`src/rtl/mips_pkg.sv`:
```
// Shared MIPS core definitions: widths, instruction field positions,
// opcodes used by the control unit, and the fetch-stage state encoding.
package mips_pkg;

  localparam int INSTR_W = 32;
  localparam int PC_W    = 32;

  localparam logic [INSTR_W-1:0] NOP_INSTR = 32'h0000_0000;

  localparam int OPC_MSB  = 31;
  localparam int OPC_LSB  = 26;
  localparam int FUNC_MSB = 5;
  localparam int FUNC_LSB = 0;

  localparam logic [5:0] OPC_R   = 6'b000000;
  localparam logic [5:0] OPC_LW  = 6'b100011;
  localparam logic [5:0] OPC_SW  = 6'b101011;
  localparam logic [5:0] OPC_BEQ = 6'b000100;

  typedef enum logic {
    S_REQ  = 1'b0,
    S_HOLD = 1'b1
  } fetch_state_e;

endpackage

```
`src/rtl/fetch_skid_buffer.sv`:
```
// One-entry {instr, pc_plus4} holding register.
// Captures a word that was fetched while decode was stalled.
module fetch_skid_buffer #(
  parameter int INSTR_WIDTH = 32,
  parameter int PC_WIDTH    = 32
) (
  input  logic                   clk,
  input  logic                   rst_n,
  input  logic                   i_load,
  input  logic                   i_clear,
  input  logic [INSTR_WIDTH-1:0] i_instr,
  input  logic [PC_WIDTH-1:0]    i_pc_plus4,
  output logic [INSTR_WIDTH-1:0] o_instr,
  output logic [PC_WIDTH-1:0]    o_pc_plus4
);

  logic [INSTR_WIDTH-1:0] r_instr;
  logic [PC_WIDTH-1:0]    r_pc_plus4;

  // Clear wins over load so that a redirect discards a same-cycle capture.
  always_ff @(posedge clk or negedge rst_n) begin
    if (!rst_n) begin
      r_instr    <= '0;
      r_pc_plus4 <= '0;
    end else if (i_clear) begin
      r_instr    <= '0;
      r_pc_plus4 <= '0;
    end else if (i_load) begin
      r_instr    <= i_instr;
      r_pc_plus4 <= i_pc_plus4;
    end
  end

  assign o_instr    = r_instr;
  assign o_pc_plus4 = r_pc_plus4;

endmodule

```
`src/rtl/fetch_stage.sv`:
```
// Instruction fetch stage with IF/ID register, load-use stall and beq redirect.
// Optional perf counters are built when FETCH_PERF_CNT_EN is defined.
module fetch_stage
  import mips_pkg::*;
#(
  parameter int                  PC_WIDTH    = 32,
  parameter int                  INSTR_WIDTH = 32,
  parameter logic [PC_WIDTH-1:0] RESET_PC    = 32'h0000_0000
) (
  input  logic                   clk,
  input  logic                   rst_n,
  output logic                   imem_req,
  output logic [PC_WIDTH-1:0]    imem_addr,
  input  logic [INSTR_WIDTH-1:0] imem_rdata,
  input  logic                   imem_ready,
  input  logic                   stall_d,
  input  logic                   branch_taken,
  input  logic [PC_WIDTH-1:0]    branch_target,
  output logic [INSTR_WIDTH-1:0] if_id_instr,
  output logic [PC_WIDTH-1:0]    if_id_pc_plus4,
  output logic                   if_id_valid,
  output logic [5:0]             opcode,
  output logic [5:0]             func,
  output logic [31:0]            perf_fetch_cnt,
  output logic [31:0]            perf_bubble_cnt
);

  localparam logic [PC_WIDTH-1:0] PC_STEP = PC_WIDTH'(4);

  fetch_state_e           r_state, w_state_next;
  logic [PC_WIDTH-1:0]    r_pc;
  logic [INSTR_WIDTH-1:0] r_if_instr;
  logic [PC_WIDTH-1:0]    r_if_pc4;
  logic                   r_if_valid;

  logic                   w_accept;
  logic [PC_WIDTH-1:0]    w_pc_plus4;
  logic                   w_load_mem, w_load_skid, w_bubble, w_skid_load;
  logic [INSTR_WIDTH-1:0] w_skid_instr;
  logic [PC_WIDTH-1:0]    w_skid_pc4;
  logic                   w_unused_tgt_lsbs;

  assign imem_req          = (r_state == S_REQ);
  assign imem_addr         = r_pc;
  assign w_accept          = imem_req && imem_ready;
  assign w_pc_plus4        = r_pc + PC_STEP;
  assign w_unused_tgt_lsbs = ^branch_target[1:0];

  always_ff @(posedge clk or negedge rst_n) begin
    if (!rst_n) r_state <= S_REQ;
    else        r_state <= w_state_next;
  end

  always_comb begin
    w_state_next = r_state;
    if (branch_taken) begin
      w_state_next = S_REQ;
    end else begin
      case (r_state)
        S_REQ:   if (w_accept && stall_d) w_state_next = S_HOLD;
        S_HOLD:  if (!stall_d)            w_state_next = S_REQ;
        default: w_state_next = S_REQ;
      endcase
    end
  end

  // A redirect suppresses every IF/ID and skid update; the flush is handled below.
  always_comb begin
    w_load_mem  = 1'b0;
    w_load_skid = 1'b0;
    w_bubble    = 1'b0;
    w_skid_load = 1'b0;
    if (!branch_taken) begin
      case (r_state)
        S_REQ: begin
          if (w_accept) begin
            if (stall_d) w_skid_load = 1'b1;
            else         w_load_mem  = 1'b1;
          end else if (!stall_d) begin
            w_bubble = 1'b1;
          end
        end
        S_HOLD:  if (!stall_d) w_load_skid = 1'b1;
        default: ;
      endcase
    end
  end

  always_ff @(posedge clk or negedge rst_n) begin
    if (!rst_n)            r_pc <= RESET_PC;
    else if (branch_taken) r_pc <= {branch_target[PC_WIDTH-1:2], 2'b00};
    else if (w_accept)     r_pc <= w_pc_plus4;
  end

  always_ff @(posedge clk or negedge rst_n) begin
    if (!rst_n) begin
      r_if_instr <= NOP_INSTR;
      r_if_pc4   <= '0;
      r_if_valid <= 1'b0;
    end else if (branch_taken || w_bubble) begin
      r_if_instr <= NOP_INSTR;
      r_if_pc4   <= '0;
      r_if_valid <= 1'b0;
    end else if (w_load_mem) begin
      r_if_instr <= imem_rdata;
      r_if_pc4   <= w_pc_plus4;
      r_if_valid <= 1'b1;
    end else if (w_load_skid) begin
      r_if_instr <= w_skid_instr;
      r_if_pc4   <= w_skid_pc4;
      r_if_valid <= 1'b1;
    end
  end

  fetch_skid_buffer #(
    .INSTR_WIDTH (INSTR_WIDTH),
    .PC_WIDTH    (PC_WIDTH)
  ) u_skid (
    .clk        (clk),
    .rst_n      (rst_n),
    .i_load     (w_skid_load),
    .i_clear    (branch_taken),
    .i_instr    (imem_rdata),
    .i_pc_plus4 (w_pc_plus4),
    .o_instr    (w_skid_instr),
    .o_pc_plus4 (w_skid_pc4)
  );

  assign if_id_instr    = r_if_instr;
  assign if_id_pc_plus4 = r_if_pc4;
  assign if_id_valid    = r_if_valid;
  assign opcode         = r_if_instr[OPC_MSB:OPC_LSB];
  assign func           = r_if_instr[FUNC_MSB:FUNC_LSB];

`ifdef FETCH_PERF_CNT_EN
  logic [31:0] r_fetch_cnt, r_bubble_cnt;

  always_ff @(posedge clk or negedge rst_n) begin
    if (!rst_n) begin
      r_fetch_cnt  <= '0;
      r_bubble_cnt <= '0;
    end else begin
      if (w_load_mem || w_load_skid) r_fetch_cnt  <= r_fetch_cnt + 32'd1;
      if (w_bubble || branch_taken)  r_bubble_cnt <= r_bubble_cnt + 32'd1;
    end
  end

  assign perf_fetch_cnt  = r_fetch_cnt;
  assign perf_bubble_cnt = r_bubble_cnt;
`else
  assign perf_fetch_cnt  = 32'd0;
  assign perf_bubble_cnt = 32'd0;
`endif

endmodule

```
`config.mk`:
```
export PLATFORM = sky130hd
export DESIGN_NAME = fetch_stage
export DESIGN_NICKNAME = d
export VERILOG_FILES = /design/src/rtl/mips_pkg.sv /design/src/rtl/fetch_skid_buffer.sv /design/src/rtl/fetch_stage.sv
export SDC_FILE = /design/constraint.sdc
export NUM_CORES = 1
export LEC_CHECK = 0
export ABC_CLOCK_PERIOD_IN_PS = 2800
export BUFFER_PORTS_ARGS = -buffer_cell sky130_fd_sc_hd__buf_2
export CAP_MARGIN = 20
export CORE_MARGIN = 5
export CORE_UTILIZATION = 30
export DETAILED_ROUTE_END_ITERATION = 10
export GPL_TIMING_DRIVEN = 0
export SLEW_MARGIN = 20
export SYNTH_ARGS = -nofsm -noshare
export SYNTH_HDL_FRONTEND = slang
export SYNTH_HIERARCHICAL = 1
export SYNTH_SLANG_ARGS = --single-unit
```
`constraint.sdc`:
```
create_clock -name clk -period 2.8 [get_ports clk]
set_input_delay 0.14 -clock clk [delete_from_list [all_inputs] [get_ports clk]]
set_output_delay 0.14 -clock clk [all_outputs]
set_load 0.01 [all_outputs]
```
# Word-level counts from Yosys, hierarchy flattened
# Cells that the tools add are included.
[classes]
n_addsub = 1
mul = 0
div = 0
n_lt_le_gt_ge = 0
n_eq_ne = 0
shift = 0
mux = 31
bitwise_logic = 1
n_reduce_logical = 6
[ops]
columns = ["operator", "n"]
rows = [
  ["32-bit two-way mux", 12],
  ["32-bit by 3-bit adder with 32-bit output, second input constant", 1],
  ["1-bit two-way mux", 18],
  ["2-bit nonzero test", 2],
  ["3-bit nonzero test", 1],
  ["1-bit logical AND", 2],
  ["1-bit case mux with 2 select lines", 1],
  ["1-bit logical OR", 1],
  ["1-bit inverter", 1],
]
[totals]
register_bits = 162
latchBits = 0
ram_bits = 0
rom_bits = 0
inputBits = 69
out_inout_bits = 174
elab_cells = 46
memories = 0

# Depth between registers and ports, before layout
# Gate-level depths: netlist (run 1).
[logic_depth]
ltp_word = 7
depth_mapped = 9
depth_no_buf = 7

# Cells and area by module
# The synthesis (run 1) kept the hierarchy.
[by_module_without_submodules]
columns = ["module", "n_inst", "cells_each", "area_per_inst_um2", "seq_area_each_um2"]
rows = [
  ["fetch_stage", 1, 678, 5977.0, 2402.3],
  ["fetch_skid_buffer", 1, 206, 2611.3, 1601.5],
]

# Least setup slack after synthesis (run 1)
# No wires, ideal clock.
[synth_timing]
kind = "register to register"
start = "register r_pc[2], in the netlist imem_addr[2]"
end = "register u_skid.r_pc_plus4[18], in the netlist u_skid/o_pc_plus4[18]"
setup_ns = 0.132
arrival_time_ns = 1.925
t_required_ns = 2.668
path_slack_ns = 0.743
stages_incl_launch_ff = 9
n_path_buf = 1
period_less_slack_ns = 2.057
cell_sequence = "dfrtp_1 -> ha_1 -> clkbuf_1 -> nand4_1 -> nor4_1 -> a21oi_1 -> or2_2 -> mux2i_1 -> nor2_1"
[synth_via]
elab_chain_cells = 3
[synth_lines]
columns = ["item", "line_no", "rtl"]
rows = [
  ["start: declaration", "fetch_stage.sv:31", "logic [PC_WIDTH-1:0] r_pc;"],
  ["start signal: assignment", "fetch_stage.sv:91", "else if (branch_taken) r_pc <= {branch_target[PC_WIDTH-1:2], 2'b00};"],
  ["start signal: assignment", "fetch_stage.sv:92", "else if (w_accept) r_pc <= w_pc_plus4;"],
  ["32-bit by 3-bit adder with 32-bit output", "fetch_stage.sv:46", "assign w_pc_plus4 = r_pc + PC_STEP;"],
  ["named net w_pc_plus4[18]", "fetch_stage.sv:37", "logic [PC_WIDTH-1:0] w_pc_plus4;"],
  ["32-bit two-way mux", "fetch_skid_buffer.sv:28", "end else if (i_load) begin"],
  ["32-bit two-way mux", "fetch_skid_buffer.sv:25", "end else if (i_clear) begin"],
  ["end signal: assignment", "fetch_skid_buffer.sv:30", "r_pc_plus4 <= i_pc_plus4;"],
  ["end: declaration", "fetch_skid_buffer.sv:18", "logic [PC_WIDTH-1:0] r_pc_plus4;"],
]
# The timed path passes the listed nets, and every way through them passes these cells. The select of a mux whose other input is x is not followed.
# A chain may end at the register's enable or synchronous reset.

# Final worst setup path (run 1)
[layout_timing]
start = "register r_pc[2], in the netlist imem_addr[2]"
end = "register u_skid.r_pc_plus4[30], in the netlist u_skid/o_pc_plus4[30]"
# The elaborated chain is that of the path after synthesis.

==> results of run 1 <==
## routing by layer
layer  GRT usage [%]  part of all wire [%]  wire length (um)
met1           21.37                    46             11600
met2           24.93                    47             11880
met3           3.374                   5.6              1408
met4           3.586                   1.3               339
met5               0                     0                 0
## cell families after synthesis
kind of cell | after synthesis | synth area share (%)
XOR/XNOR | 51 | 5.201
multiplexers | 104 | 12.18
other | 1 | 0.04366
AO/OA/AOI/OAI | 121 | 8.639
buffers and inverters | 147 | 10.96
adder cells (fa/ha/maj) | 1 | 0.1457
flip-flops | 160 | 46.62
AND/OR/NAND/NOR | 299 | 16.22
## metrics by stage
step / worst slack [ns] / std cells / total power [mW] / hold WS [ns]
5_1_grt: 0.1306 / 1603 / 5.981 / 0.05592
4_1_cts: 0.2193 / 1604 / 5.768 / 0.01247
3_3_place_gp: -1.020 / 1509 / 3.394 / 0.3486
6_report: 0.3089 / 1603 / 5.686 / 0.03274
2_1_floorplan: 0.7430 / 951 / 3.070 / -0.1556
3_5_place_dp: 0.04918 / 1510 / 3.412 / 0.2159
## state kept, by name (all words and copies together) (netlist names)
register,flops
if_id_instr,32
if_id_pc_plus4,32
u_skid/o_instr,32
u_skid/o_pc_plus4,32
imem_addr,30
if_id_valid,1
r_state,1
## critical path: stages, from the launching register on
cell and delay (ns):
dfrtp_1 0.50, ha_1 0.42, nand2_1 0.16, nor4_4 0.30, buf_2 0.29, nand3_1 0.11
xnor2_1 0.37, mux2i_1 0.14, nor2_1 0.12
## layout by cell type, fill, tap and decap left out, drive strengths merged, types with 18 or more instances in the layout
cell type    count
buf            285
clkbuf          48
nand2          104
xnor2           31
mux2i          103
o21ai           74
nand4           18
nor2           108
dfrtp          160
conb            68
nand3           20
dlygate4sd3     63
xor2            20
## power by group through the flow
stage | registers, mW | clock network (mW) | logic [mW]
2_1_floorplan | 2.55 | 0 | 0.518
3_3_place_gp | 2.53 | 0 | 0.862
3_5_place_dp | 2.53 | 0 | 0.877
4_1_cts | 2.49 | 2.33 | 0.950
5_1_grt | 2.50 | 2.43 | 1.05
6_report | 2.49 | 2.25 | 0.943
## cell type report
class                      instances  area, um^2  area share [%]
buffer                           141       918.4           8.045
clock buffer                      17       425.4           3.726
clock inverter                    14       135.1           1.184
inverter                           5       18.77          0.1644
multi-input combinational        644        3895           34.12
sequential                       160        4004           35.07
tap                              384       480.5           4.209
timing repair buffer             238        1539           13.48
## worst paths after layout
check | from | endpoint | cells past startpoint
worst max-delay path | imem_addr[2]$_DFFE_PN0N_ | u_skid/o_pc_plus4[30]$_DFFE_PN0P_ | 8
worst min-delay path | imem_ready | r_state$_DFF_PN0_ | 3
worst max register to register | imem_addr[2]$_DFFE_PN0N_ | u_skid/o_pc_plus4[30]$_DFFE_PN0P_ | 8
worst min register to register | if_id_valid$_DFFE_PN0P_ | if_id_valid$_DFFE_PN0P_ | 2
max in group asynchronous | rst_n | imem_addr[9]$_DFFE_PN0N_ | 3
min in group asynchronous | rst_n | if_id_instr[23]$_DFFE_PN0P_ | 2
## timing repair
action	4_1_cts	5_1_grt
gates resized for setup	0	0
hold buffers	63	0
endpoints found under the setup margin	0	1
endpoints found under the hold margin	150	0
==> reports/metrics.yaml, run 1 <==
fill_cells: 2845
die_y_um: 179.2
die_w_um: 179.2
clk_latency_ns: 0.42
setup_viol: 0
drv_cap: 0
grt_max_degree: 90
clock-sinks: 160
drtPass1Iterations: 7
grt_pass1_wl_mm: 38.56
synth_area_um2: 8588
layout-drive-gt1-share_pct: 26.33
p_leak_nw: 5.596
max-vdd-ir-drop_mv: 0.3125
ant_nets: 0
critPathLaunchType: "flop"
cp_max_fo: 10
slew_violations: 0
antenna_cells: 0
cts-root-buf: "clkbuf_16"
nets: 1277
worst_pin_slew_ns: 0.7209
antenna_found_initial: 0
tns_ns: 0
htreeDepth: 4
synth-seq-area-share_pct: 46.62
yosysTopAreaCell: "dfrtp_1"
vias: 7163
powerDensity_nw_per_um2: 498.1
power_switching_mw: 1.638
avgSynthCellArea_um2: 9.715
fin_crit_sh_pct: 88.97
synth_cell_types: 49
max_freq_ghz: 0.4014
totalWireLength_mm: 25.23
synth_warnings: 6
rsz0062_at_grt: "no"
dp.final_hpwl_mm: 18.21
worst_setup_path_end_kind: "flop"
crit_required_ns: 3.15
clockBufferDepth: 2
syn_inst: 884
ys_ff_latch: 160
period_minus_slack_ns: 2.491
synthArstFlopShare_pct: 100.0
dr.first_iter.drc_count: 357
synth_top_area_share_pct: 46.62
cts_tree: "built"
core.rowCount: 62
drc_errors: 0
path_class: "flop to flop"
synth_commonest_cells: "dfrtp_1, nor2_1, mux2i_1, nand2_1, buf_4"
clkSlewWorstSetupHoldPaths_ns: 0.07
postCtsSetupRepairBufs: 0
synth-edff-count: 0
fin_worst_skew_ns: 0.009955
power.clock.fraction_pct: 39.6
cts_made_buffers: 17
rrSetupSlack_ns: 0.31
hp-class: "primary input to flop"
fin_area_um2: 11420
synth_area_leaders: "dfrtp_1, mux2i_1, buf_4, nor2_1, nand2_1"
slew_headroom_pct: 51.94
ys.flop_type: "dfrtp_1"
synth.most_common_cell: "dfrtp_1"
finalWeightedCongestion: 0.8278
grt_usage_pct: 15.48
power_frac_comb_pct: 16.6
utilization_pct: 40.10
seqPwrFrac_pct: 43.8
dieArea_um2: 32110
p_int_mw: 4.048
routedWlPerCell_um: 15.74
p_sw_share_pct: 28.81
io-pin-count: 243
core_area_um2: 28470
grt_pass1_vias: 6811
status: "completed"
arrival_ns: 2.84
vias_per_cell: 4.468
finalHoldViolations: 0
portBuffers: 174
grt-ovfl-total: 0
place_area_um2: 10230
synthToLayoutAreaGrowth_pct: 32.92
initial_utilization_pct: 30.17
Power figures use the tool's default switching activity.
==> run 2, diff against run 1 <==
- ABC_AREA: default -> 1
- SKIP_CTS_REPAIR_TIMING: default -> 1
==> reports/metrics.yaml, run 2 <==
multi_input_area_um2: 3555
dr.first_iter.drc_count: 621
cp_slowest_cell: "dfrtp_1"
core.rowCount: 61
cts_made_buffers: 17
hold_slack_ns: -0.02639
die_w_um: 176.8
grt_usage_pct: 17.04
finalHoldViolations: 6
clockBufferDepth: 2
place_area_um2: 9980
initial_utilization_pct: 30.21
crit_required_ns: 3.11
worst_pin_slew_ns: 0.6789
grt-ovfl-total: 0
synth-seq-area-share_pct: 47.97
totalWireLength_mm: 27.29
drtPass1Iterations: 5
portBuffers: 174
tns_ns: 0
die_y_um: 176.8
antenna_found_initial: 0
rsz0062_at_grt: "no"
drv_cap: 0
slew_violations: 0
violations: "hold timing"
clk_latency_ns: 0.43
yosysTopAreaCell: "dfrtp_1"
synth_cell_types: 31
clock-sinks: 160
cp_common_cell: "nand2_1"
antenna_cells: 0
fin_crit_sh_pct: 68.13
htreeDepth: 4
seqCellArea_um2: 4004
status: "complete, but fails checks"
arrival_ns: 2.22
cp_max_fo: 7
critPathMaxStageDelay_ns: 0.44
core_area_um2: 27630
cts-root-buf: "clkbuf_16"
setup_viol: 0
vias_per_cell: 4.422
synth_area_um2: 8347
nets: 1486
powerDensity_nw_per_um2: 507.8
clkSlewWorstSetupHoldPaths_ns: 0.06
ant_nets: 0
avgSynthCellArea_um2: 7.595
vias: 7982
path_class: "flop to flop"
synth_warnings: 6
drc_errors: 0
final_cell_mix: "nand2_1, buf_2, dfrtp_1"
grt_max_degree: 94
instances_no_fill: 1805
syn_inst: 1099
io-pin-count: 243
max_freq_ghz: 0.5242
p_leak_nw: 5.963
ys.flop_type: "dfrtp_1"
dp.final_hpwl_mm: 20.05
synth-edff-count: 0
synthToLayoutAreaGrowth_pct: 32.83
grt_pass1_vias: 7346
synth_top_area_share_pct: 47.97
synth.most_common_cell: "nand2_1"
total_power_mw: 5.630
cts_tree: "built"
finalWeightedCongestion: 0.8925
layout_commonest_cell: "nand2_1"
period_minus_slack_ns: 1.908
slew_headroom_pct: 54.74
synth_area_leaders: "dfrtp_1, nand2_1, buf_4, nand3_1, nor2_1"
ys_ff_latch: 160
layout-drive-gt1-share_pct: 23.34
max-vdd-ir-drop_mv: 0.3592
dieArea_um2: 31260
critPathLaunchType: "flop"
fin_area_um2: 11090
synth_commonest_cells: "nand2_1, dfrtp_1, nor2_1"
hp-class: "primary input to flop"
routedWlPerCell_um: 15.12
crit_chain: "ha_1, nand2_1, nor2_2, nand2_1, nor2_1, nand2_1, nand2_1, nand2_1, nand3_1, nand2_1"
grt_pass1_wl_mm: 41.55
dp.cells: 1719
synthArstFlopShare_pct: 100.0
fin_worst_skew_ns: 0.01314
fill_cells: 2945
worst_setup_path_end_kind: "flop"
## run 2: cell types whose count changed after synthesis, moves of 12 or more
cell      change
o21ai_0      -21
inv_1        +31
o21ai_1      +49
buf_4        +12
xor2_1       -14
nor3_1       -13
a22oi_1      -15
nand2_1     +298
nand3_1      +93
nand4_1      -16
xnor2_1      -30
clkbuf_1     -15
mux2i_1     -103
## run 2: metrics by stage
step                      utilization, %  setup WS, ns
after floorplan                        -         1.242
after global placement             35.98        -1.001
after detailed placement           36.12        0.7158
after CTS                          38.10        0.8783
after global routing               40.13        0.6759
final                              40.13        0.8925
## run 2: cell type report
class                           instances  share of cell area [%]
Multi-Input combinational cell        832                   32.06
Buffer                                132                   7.956
Sequential cell                       160                   36.11
Clock buffer                           21                   4.153
Timing Repair Buffer                  231                   13.25
Inverter                               42                   1.422
Tap cell                              378                   4.266
Clock inverter                          9                  0.7787
## run 2: metal layers
metal  up-vias  GRT usage, %  part of all wire [%]
met1      3706         24.07                    46
met2       268         26.81                    46
li1       3984             -                     -
met4         0         4.320                   1.6
met5         -             0                     0
met3        24         3.546                   6.1
## run 2: worst paths after layout
path,startpoint,end,slack (ns),depth (start not counted)
min in group asynchronous,rst_n,if_id_instr[22]$_DFFE_PN0P_,0.25,2
worst max-delay path,imem_addr[2]$_DFFE_PN0N_,u_skid/o_pc_plus4[30]$_DFFE_PN0P_,0.89,10
worst min register to register,u_skid/o_instr[3]$_DFFE_PN0P_,u_skid/o_instr[3]$_DFFE_PN0P_,0.47,2
max in group asynchronous,rst_n,if_id_pc_plus4[29]$_DFFE_PN0P_,1.67,3
worst min-delay path,imem_rdata[12],u_skid/o_instr[12]$_DFFE_PN0P_,-0.03,3
worst max register to register,imem_addr[2]$_DFFE_PN0N_,u_skid/o_pc_plus4[30]$_DFFE_PN0P_,0.89,10
## run 2: where the power goes
part           switching, mW  internal [mW]
Clock                  0.971           1.26
Combinational          0.542          0.340
Sequential             0.105           2.41
## run 2: cell families after synthesis
group | count (synthesis) | share of synthesized area, %
DFF | 160 | 47.97
xor gates and xnor gates | 7 | 0.7345
other | 1 | 0.04493
buffers and inverters | 174 | 12.46
AOI/OAI and AO/OA | 117 | 7.570
adders and majority gates | 1 | 0.1499
and+or+nand+nor | 639 | 31.07
## run 2: critical path: cells and delay by family, from the launching register on
family,cells,cell delay [ns]
flops,1,0.44
fa+ha+maj,1,0.22
simple gates,9,1.14
